$ cat src/rtl/pcint_ctrl_if.sv
// Bus and interrupt handshake bundle for pcint_ctrl.
//   master : CPU / interrupt-controller side (drives strobes, addresses, write data, acks)
//   slave  : pcint_ctrl side (drives read data, out_en, irq)
interface pcint_ctrl_if;
    logic [5:0] IO_Addr;
    logic       iore;
    logic       iowe;
    logic [7:0] ramadr;
    logic       ramre;
    logic       ramwe;
    logic [7:0] dbus_in;
    logic [7:0] dbus_out;
    logic       out_en;
    logic [3:0] irq;
    logic [3:0] irq_ack;

    modport master (
        output IO_Addr, iore, iowe, ramadr, ramre, ramwe, dbus_in, irq_ack,
        input  dbus_out, out_en, irq
    );

    modport slave (
        input  IO_Addr, iore, iowe, ramadr, ramre, ramwe, dbus_in, irq_ack,
        output dbus_out, out_en, irq
    );
endinterface

$ cat src/rtl/pcint_ctrl.sv
// Pin-change interrupt unit for PCINT[27:0] (four groups; group 3 = Port E).
// Owns PCICR, PCIFR and PCMSK0..3, synchronises the pins, raises per-group
// flags on masked changes and presents irq to the interrupt controller.
// Ports:
//   cp2, ireset  : clock (rising edge), async active-low reset
//   bus          : register access (I/O and data-memory space) + irq/irq_ack
//   pcint_pins   : raw pin levels
//   pcint_en     : per-pin enables to the port blocks
//   pcie         : PCICR[3:0] to the port blocks

// One group flag: set wins over clear when both land on the same edge.
module pcint_flag (
    input  logic       cp2,
    input  logic       ireset,
    input  logic [7:0] hit,
    input  logic       clr,
    output logic       flag
);
    always_ff @(posedge cp2 or negedge ireset) begin
        if (!ireset)   flag <= 1'b0;
        else if (|hit) flag <= 1'b1;
        else if (clr)  flag <= 1'b0;
    end
endmodule

module pcint_ctrl #(
    parameter logic [5:0] PCIFR_IO_ADDR   = 6'h1B,
    parameter logic [7:0] PCICR_MEM_ADDR  = 8'h68,
    parameter logic [7:0] PCMSK0_MEM_ADDR = 8'h6B,
    parameter logic [7:0] PCMSK3_MEM_ADDR = 8'h73
) (
    input  logic         cp2,
    input  logic         ireset,
    pcint_ctrl_if.slave  bus,
    input  logic [27:0]  pcint_pins,
    output logic [27:0]  pcint_en,
    output logic [3:0]   pcie
);
    localparam int         NUM_GRP         = 4;
    localparam logic [7:0] PCMSK1_MEM_ADDR = PCMSK0_MEM_ADDR + 8'd1;
    localparam logic [7:0] PCMSK2_MEM_ADDR = PCMSK0_MEM_ADDR + 8'd2;

    logic [3:0]  pcicr;
    logic [7:0]  pcmsk0;
    logic [6:0]  pcmsk1;
    logic [7:0]  pcmsk2;
    logic [3:0]  pcmsk3;
    logic [3:0]  pcifr;

    logic [27:0] sync1, sync2, hist, change;
    logic [1:0]  warm;

    logic        io_sel_pcifr;
    logic        wr_pcifr;
    logic [3:0]  clr;
    logic [NUM_GRP-1:0][7:0] hit;

    // ---------------- register writes ----------------
    assign io_sel_pcifr = (bus.IO_Addr == PCIFR_IO_ADDR);
    assign wr_pcifr     = bus.iowe && io_sel_pcifr;

    always_ff @(posedge cp2 or negedge ireset) begin
        if (!ireset) begin
            pcicr  <= '0;
            pcmsk0 <= '0;
            pcmsk1 <= '0;
            pcmsk2 <= '0;
            pcmsk3 <= '0;
        end else if (bus.ramwe) begin
            if (bus.ramadr == PCICR_MEM_ADDR)  pcicr  <= bus.dbus_in[3:0];
            if (bus.ramadr == PCMSK0_MEM_ADDR) pcmsk0 <= bus.dbus_in;
            if (bus.ramadr == PCMSK1_MEM_ADDR) pcmsk1 <= bus.dbus_in[6:0];
            if (bus.ramadr == PCMSK2_MEM_ADDR) pcmsk2 <= bus.dbus_in;
            if (bus.ramadr == PCMSK3_MEM_ADDR) pcmsk3 <= bus.dbus_in[3:0];
        end
    end

    // ---------------- register reads ----------------
    always_comb begin
        bus.dbus_out = 8'h00;
        bus.out_en   = 1'b0;
        if (bus.iore && io_sel_pcifr) begin
            bus.out_en   = 1'b1;
            bus.dbus_out = {4'h0, pcifr};
        end else if (bus.ramre) begin
            bus.out_en = 1'b1;
            case (bus.ramadr)
                PCICR_MEM_ADDR:  bus.dbus_out = {4'h0, pcicr};
                PCMSK0_MEM_ADDR: bus.dbus_out = pcmsk0;
                PCMSK1_MEM_ADDR: bus.dbus_out = {1'b0, pcmsk1};
                PCMSK2_MEM_ADDR: bus.dbus_out = pcmsk2;
                PCMSK3_MEM_ADDR: bus.dbus_out = {4'h0, pcmsk3};
                default:         bus.out_en   = 1'b0;
            endcase
        end
    end

    // ---------------- pin path ----------------
    // While warming up, hist follows sync1 instead of sync2 so that when the
    // counter reaches zero hist already equals sync2; otherwise a pin held
    // high through reset would look like a 0->1 edge one cycle after warm-up.
    always_ff @(posedge cp2 or negedge ireset) begin
        if (!ireset) begin
            sync1 <= '0;
            sync2 <= '0;
            hist  <= '0;
            warm  <= 2'd2;
        end else begin
            sync1 <= pcint_pins;
            sync2 <= sync1;
            hist  <= (warm != 2'd0) ? sync1 : sync2;
            if (warm != 2'd0) warm <= warm - 2'd1;
        end
    end

    assign change = (warm != 2'd0) ? '0 : (sync2 ^ hist);

    // ---------------- flags / irq ----------------
    assign pcint_en = {pcmsk3, pcmsk2, 1'b0, pcmsk1, pcmsk0};
    assign pcie     = pcicr;

    assign hit[0] = change[7:0]   & pcint_en[7:0];
    assign hit[1] = change[15:8]  & pcint_en[15:8];
    assign hit[2] = change[23:16] & pcint_en[23:16];
    assign hit[3] = {4'h0, change[27:24] & pcint_en[27:24]};

    assign clr = (wr_pcifr ? bus.dbus_in[3:0] : 4'h0) | bus.irq_ack;

    for (genvar g = 0; g < NUM_GRP; g++) begin : g_grp
        pcint_flag u_flag (
            .cp2    (cp2),
            .ireset (ireset),
            .hit    (hit[g]),
            .clr    (clr[g]),
            .flag   (pcifr[g])
        );
    end

    assign bus.irq = pcifr & pcicr;
endmodule

$ cat src/flat_wrapper.sv
// flat-port wrapper written by rule: the top's interface ports become plain ports
module pcint_ctrl_flat 
#(
    parameter logic [5:0] PCIFR_IO_ADDR   = 6'h1B,
    parameter logic [7:0] PCICR_MEM_ADDR  = 8'h68,
    parameter logic [7:0] PCMSK0_MEM_ADDR = 8'h6B,
    parameter logic [7:0] PCMSK3_MEM_ADDR = 8'h73
)
  (cp2, ireset, pcint_pins, pcint_en, pcie, bus_IO_Addr, bus_iore, bus_iowe, bus_ramadr, bus_ramre, bus_ramwe, bus_dbus_in, bus_irq_ack, bus_dbus_out, bus_out_en, bus_irq);
  pcint_ctrl_if bus_i ();
  input  logic cp2;
  input  logic ireset;
  input  logic [27:0] pcint_pins;
  output logic [27:0] pcint_en;
  output logic [3:0] pcie;
  input wire logic [$bits(bus_i.IO_Addr)-1:0] bus_IO_Addr;
  input wire logic [$bits(bus_i.iore)-1:0] bus_iore;
  input wire logic [$bits(bus_i.iowe)-1:0] bus_iowe;
  input wire logic [$bits(bus_i.ramadr)-1:0] bus_ramadr;
  input wire logic [$bits(bus_i.ramre)-1:0] bus_ramre;
  input wire logic [$bits(bus_i.ramwe)-1:0] bus_ramwe;
  input wire logic [$bits(bus_i.dbus_in)-1:0] bus_dbus_in;
  input wire logic [$bits(bus_i.irq_ack)-1:0] bus_irq_ack;
  output wire logic [$bits(bus_i.dbus_out)-1:0] bus_dbus_out;
  output wire logic [$bits(bus_i.out_en)-1:0] bus_out_en;
  output wire logic [$bits(bus_i.irq)-1:0] bus_irq;
  assign bus_i.IO_Addr = bus_IO_Addr;
  assign bus_i.iore = bus_iore;
  assign bus_i.iowe = bus_iowe;
  assign bus_i.ramadr = bus_ramadr;
  assign bus_i.ramre = bus_ramre;
  assign bus_i.ramwe = bus_ramwe;
  assign bus_i.dbus_in = bus_dbus_in;
  assign bus_i.irq_ack = bus_irq_ack;
  assign bus_dbus_out = bus_i.dbus_out;
  assign bus_out_en = bus_i.out_en;
  assign bus_irq = bus_i.irq;
  pcint_ctrl #(.PCIFR_IO_ADDR(PCIFR_IO_ADDR), .PCICR_MEM_ADDR(PCICR_MEM_ADDR), .PCMSK0_MEM_ADDR(PCMSK0_MEM_ADDR), .PCMSK3_MEM_ADDR(PCMSK3_MEM_ADDR)) u_core (.cp2(cp2), .ireset(ireset), .bus(bus_i), .pcint_pins(pcint_pins), .pcint_en(pcint_en), .pcie(pcie));
endmodule
$ cat config.mk
export PLATFORM = sky130hd
export DESIGN_NAME = pcint_ctrl_flat
export DESIGN_NICKNAME = d
export VERILOG_FILES = /design/src/rtl/pcint_ctrl_if.sv /design/src/rtl/pcint_ctrl.sv /design/src/flat_wrapper.sv
export SDC_FILE = /design/constraint.sdc
export NUM_CORES = 1
export LEC_CHECK = 0
export CORE_MARGIN = 1
export CORE_UTILIZATION = 45
export DETAILED_ROUTE_END_ITERATION = 7
export GPL_ROUTABILITY_DRIVEN = 1
export GPL_TIMING_DRIVEN = 1
export HOLD_SLACK_MARGIN = 0.02
export PLACE_DENSITY = 0.74
export SLEW_MARGIN = 20
export SYNTH_ARGS = -nofsm -noshare
export SYNTH_HDL_FRONTEND = slang
export SYNTH_HIERARCHICAL = 1
export SYNTH_SLANG_ARGS = --single-unit
$ cat constraint.sdc
create_clock -name cp2 -period 6.32 [get_ports cp2]
set_input_delay 1.896 -clock cp2 [delete_from_list [all_inputs] [get_ports cp2]]
set_output_delay 1.896 -clock cp2 [all_outputs]
set_load 0.03 [all_outputs]
# == Word-level counts from Yosys, hierarchy flattened ==
# Index checks and enable logic that the tools add are counted.
# word_totals
ff_bits,121
inputBits,60
elab_cells,61
# op_classes
addsub,1
n_eq_ne,6
mux,17
bitwise,7
n_reduce_logical,17
# op_table
operator,count
$mux W28,2
$eq A8 B7 Y1 const B,5
$pmux W8 S5,1
$xor A28 B28 Y28,1
$reduce_or A8 Y1,3
$and A8 B8 Y8,2
$mux W8,2
$mux W1,11
$reduce_and A2 Y1,5
$reduce_bool A2 Y1,5
$and A4 B4 Y4,2
$and A8 B7 Y8,1
$eq A6 B5 Y1 const B,1
$reduce_or A5 Y1,1
$mux W4,1
$or A4 B4 Y4,1
$reduce_or A4 Y1,1
$logic_and A1 B1 Y1,2
$sub A2 B1 Y2 const B,1

# == Logic depth before layout (Yosys ltp) ==
# Gate-level depths: netlist of run 1.
# depth
depth_word,6
ltp_mapped,7
mapped_depth_nobuf,5

# == Cells and area by module ==
# The synthesis of run 1 kept the hierarchy.
# by_module_without_submodules
mod,instances,cells_each,area_per_inst_um2,seq_area_each_um2
pcint_ctrl,1,331,4744.6,2854.0
pcint_flag,4,5,55.1,25.0

# == Least setup slack after synthesis of run 1 ==
# OpenSTA, ideal clock, no wires.
# synth_timing
kind,input-to-output
from,in bus_ramadr[7]
to,out bus_dbus_out[4]
t_arrival_ps,3352
path_slack_ps,1072
path_stages,4
path_buffers,0
cell_sequence,nand3b_4 > nor3_4 > a22oi_1 > a211oi_1
# synth_via
elab_chain_len,4
elab_cells_between_ends,8
cone_classes,eq/ne (5); mux (3)
# synth_lines
element,line_no,rtl
from (decl),flat_wrapper.sv:19,input wire logic [$bits(bus_i.ramadr)-1:0] bus_ramadr;
$eq A8 B7 Y1,pcint_ctrl.sv:87,case (bus.ramadr)
$pmux W8 S5 (*),pcint_ctrl.sv:87,
$mux W8 (*),pcint_ctrl.sv:85,end else if (bus.ramre) begin
$mux W8 (*),pcint_ctrl.sv:82,if (bus.iore && io_sel_pcifr) begin
to (decl),flat_wrapper.sv:24,output wire logic [$bits(bus_i.dbus_out)-1:0] bus_dbus_out;
# Every way passes the cells marked *; elsewhere a longest branch is shown, timed or not.

# == Worst setup path after layout of run 1 ==
# layout_timing
from,in bus_ramadr[5]
to,out bus_dbus_out[7]
# Same word-level chain as after synthesis.

==> qor.yml, run 1 <==
sta:
  worst_slack_ps: 178.2
  hold_slack_ps: 368.5
  tightestPinTransition_ps: 1037
  finClkSkew_ps: 6.700
  setup_viol_count_final: 0
  tns_ps: 0
  rsz0062_at_grt: "no"
  slew_viol_final: 0
  relSlewSlack: 0.3085
  hold_violations: 0
  max_clock_freq_mhz: 162.8
  period_needed_ps: 6142
  min_period_over_period: 0.9718
worst_setup_path:
  end_kind: "output pin"
  crit_type: "in2out"
  arrival_ps: 4250
  startpoint_type: "input port"
  worst_ep_required_time_ps: 4420
  path_max_fanout: 19
global_routing:
  groute.usage.overall: 0.2081
  antenna_found_initial: 0
  grt_first_pass_wirelength_mm: 17.52
  grt_most_used_layer: "met2"
  grt_max_degree: 72
  grt_use_met3: 0.05289
  grt_pass1_vias: 3354
  overflow: 0
  met1_usage: 0.2777
  use_met2: 0.3304
pwr:
  ir_drop_uv: 279.4
  leakagePower_nw: 3.119
  pwr_density_cell_nw_per_um2: 297.6
  power_mw: 2.026
routing:
  initialDrtViolationCount: 161
  vias_per_cell: 5.192
  wire_per_inst_microns: 17.35
  drc: 0
  ant_nets: 0
  drt-pass1-iter-count: 4
  vias: 3219
  drt_wl_total_mm: 10.75
synth:
  ys_warn_count: 6
  synth.distinct_cells: 43
  synth_edf_count: 0
  synth_compound_area_frac: 0.03604
  synth_cells: 351
  avgSynthCellArea_sq_um: 14.14
  synth_area_sq_um: 4965
  synthMuxAreaShare: 0.1510
  async_flop_share: 1.000
  ys_seq_area_frac: 0.5950
  ys_ff_latch: 118
  synth_top_family_by_area: "multiplexers"
  synth_xor_area_frac: 0.05116
  yosys.area_share.simple: 0.1459
  synth-main-ff-cell: "dfrtp_1"
  synthAdderAreaFrac: 0.002520
cts:
  clkSlewWorstSetupHoldPaths_ps: 60
  numCtsBuffers: 17
  cts-hold-fix-buffers: 0
  cts_root_buffer: "clkbuf_8"
  cts_tree: "built"
  cts_resized: 0
  clk_latency_ps: 510
  postCtsSetupBuffers: 0
  cts_sinks: 118
  cts_buffer_depth: 2
  cts-htree-levels: 4
placed_design:
  placed_area_sq_um: 6161
  hpwlAfterDp_mm: 7.633
  place_inst: 589
  dp_slack_ps: 211.9
  gp_congestion: 0.8458
  io_buffer_count: 102
job:
  drv_cap: 0
status:
  outcome: "completed"
floorplan:
  core-area_sq_um: 10510
  die_w_microns: 107.0
  io_pins: 105
  rows: 37
  dieArea_sq_um: 11460
  die_h_microns: 107.0
  initial_utilization: 0.4724
layout:
  syn2layout_area_growth_pct: 37.10
  fill_cells: 803
  final_area_sq_um: 6807
  nNetsFinal: 533
  stdcell_count: 620
  final_util: 0.6477
  drive_gt1_frac: 0.2293
  n_antenna_cell: 0
hold_path:
  min_path_type: "reg2reg"
report_power, final:
part | total [mW] | switching (mW) | internal, mW | leakage, nW
Sequential | 0.830 | 0.0325 | 0.797 | 1.44
Clock | 1.03 | 0.313 | 0.719 | 0.318
Combinational | 0.164 | 0.0774 | 0.0869 | 1.36
layout make-up:
cell class	count	area, sq um	share of cell area
multi-input combinational	218	1944	0.2857
inverter	7	26.28	0.003860
clock buffer	23	476.7	0.07004
tap	136	170.2	0.02500
clock inverter	8	168.9	0.02482
timing repair buffer	110	1066	0.1566
sequential	118	2954	0.4340
worst max-delay path, stage by stage:
cell	delay [ps]
clkdlybuf4s50_1	500
nand3b_4	260
nor3_1	300
a21oi_2	160
nor3_1	370
clkdlybuf4s50_1	750
cell families (layout without fill, tap and decap cells):
| logic type | count (synthesis) | in the layout |
|---|---|---|
| flip-flops | 118 | 118 |
| AND/OR/NAND/NOR | 99 | 99 |
| multiplexers | 62 | 62 |
| XOR/XNOR | 29 | 29 |
| AO/OA/AOI/OAI | 21 | 21 |
| buffers and inverters | 20 | 148 |
| adder cells (fa/ha/maj) | 1 | 1 |
| other | 1 | 6 |
state kept, by name (all words and copies together) (netlist names):
name                      cells
u_core/hist                  27
u_core/sync1                 27
u_core/sync2                 27
u_core/pcmsk0                 8
u_core/pcmsk2                 8
u_core/pcmsk1                 7
u_core/g_grp.u_flag/flag      4
u_core/pcie                   4
u_core/pcmsk3                 4
u_core/warm                   2
worst paths after layout:
path	slack (ps)	start	endpoint	depth (start not counted)
max	180	bus_ramadr[5]	bus_dbus_out[7]	6
min	370	u_core/sync1[19]$_DFF_PN0_	u_core/sync2[19]$_DFF_PN0_	0
max reg2reg	4340	u_core/warm[1]$_DFFE_PN1N_	u_core/g_grp[1].u_flag/flag$_DFFE_PN0P_	5
min reg2reg	370	u_core/sync1[19]$_DFF_PN0_	u_core/sync2[19]$_DFF_PN0_	0
max in group asynchronous	3700	ireset	u_core/sync2[25]$_DFF_PN0_	2
min in group asynchronous	1490	ireset	u_core/sync1[12]$_DFF_PN0_	1
cells in the mapped netlist, types with 2 or more instances:
library cell / instances / area share
dfrtp_1: 117 / 0.59
o31ai_2: 4 / 0.010
mux2i_1: 4 / 0.0081
xnor2_1: 2 / 0.0035
nand3b_1: 10 / 0.015
a211oi_1: 7 / 0.011
nand3b_4: 2 / 0.0081
nand2b_1: 6 / 0.0076
nor3_4: 3 / 0.0098
and4_1: 2 / 0.0035
a21o_1: 4 / 0.0060
nor4_2: 4 / 0.010
nor4_1: 7 / 0.0088
xor2_1: 27 / 0.048
mux2_2: 31 / 0.070
nor3_1: 13 / 0.013
clkbuf_1: 9 / 0.0068
nand2_1: 7 / 0.0053
inv_1: 7 / 0.0053
nand2_4: 2 / 0.0045
and2_1: 4 / 0.0050
a22oi_1: 3 / 0.0045
mux2_4: 15 / 0.045
nand3_1: 5 / 0.0050
and3_1: 27 / 0.034
mux2_1: 12 / 0.027
placed cells by master (no fill, tap or decap), types with 6 or more instances in the layout:
cell type,count
nand3b_1,10
nor3_1,13
xor2_1,27
conb_1,6
dfrtp_1,117
nand2b_1,6
mux2_2,31
inv_1,7
clkdlybuf4s50_1,96
nor4_1,7
buf_4,14
mux2_4,15
a211oi_1,7
nand2_1,7
and3_1,27
clkbuf_16,16
mux2_1,12
per-layer routing:
metal	share of wire	routed length, microns
met5	0	0
met4	0.015	158
met3	0.057	610
met2	0.48	5161
met1	0.45	4823
No activity file was read; power rests on OpenSTA's default activity.
==> inputs of run 2 (changes only) <==
- TNS_END_PERCENT: unset -> 20
==> results of run 2 <==
The final DEF is identical to that of run 1; final timing and power are the same.
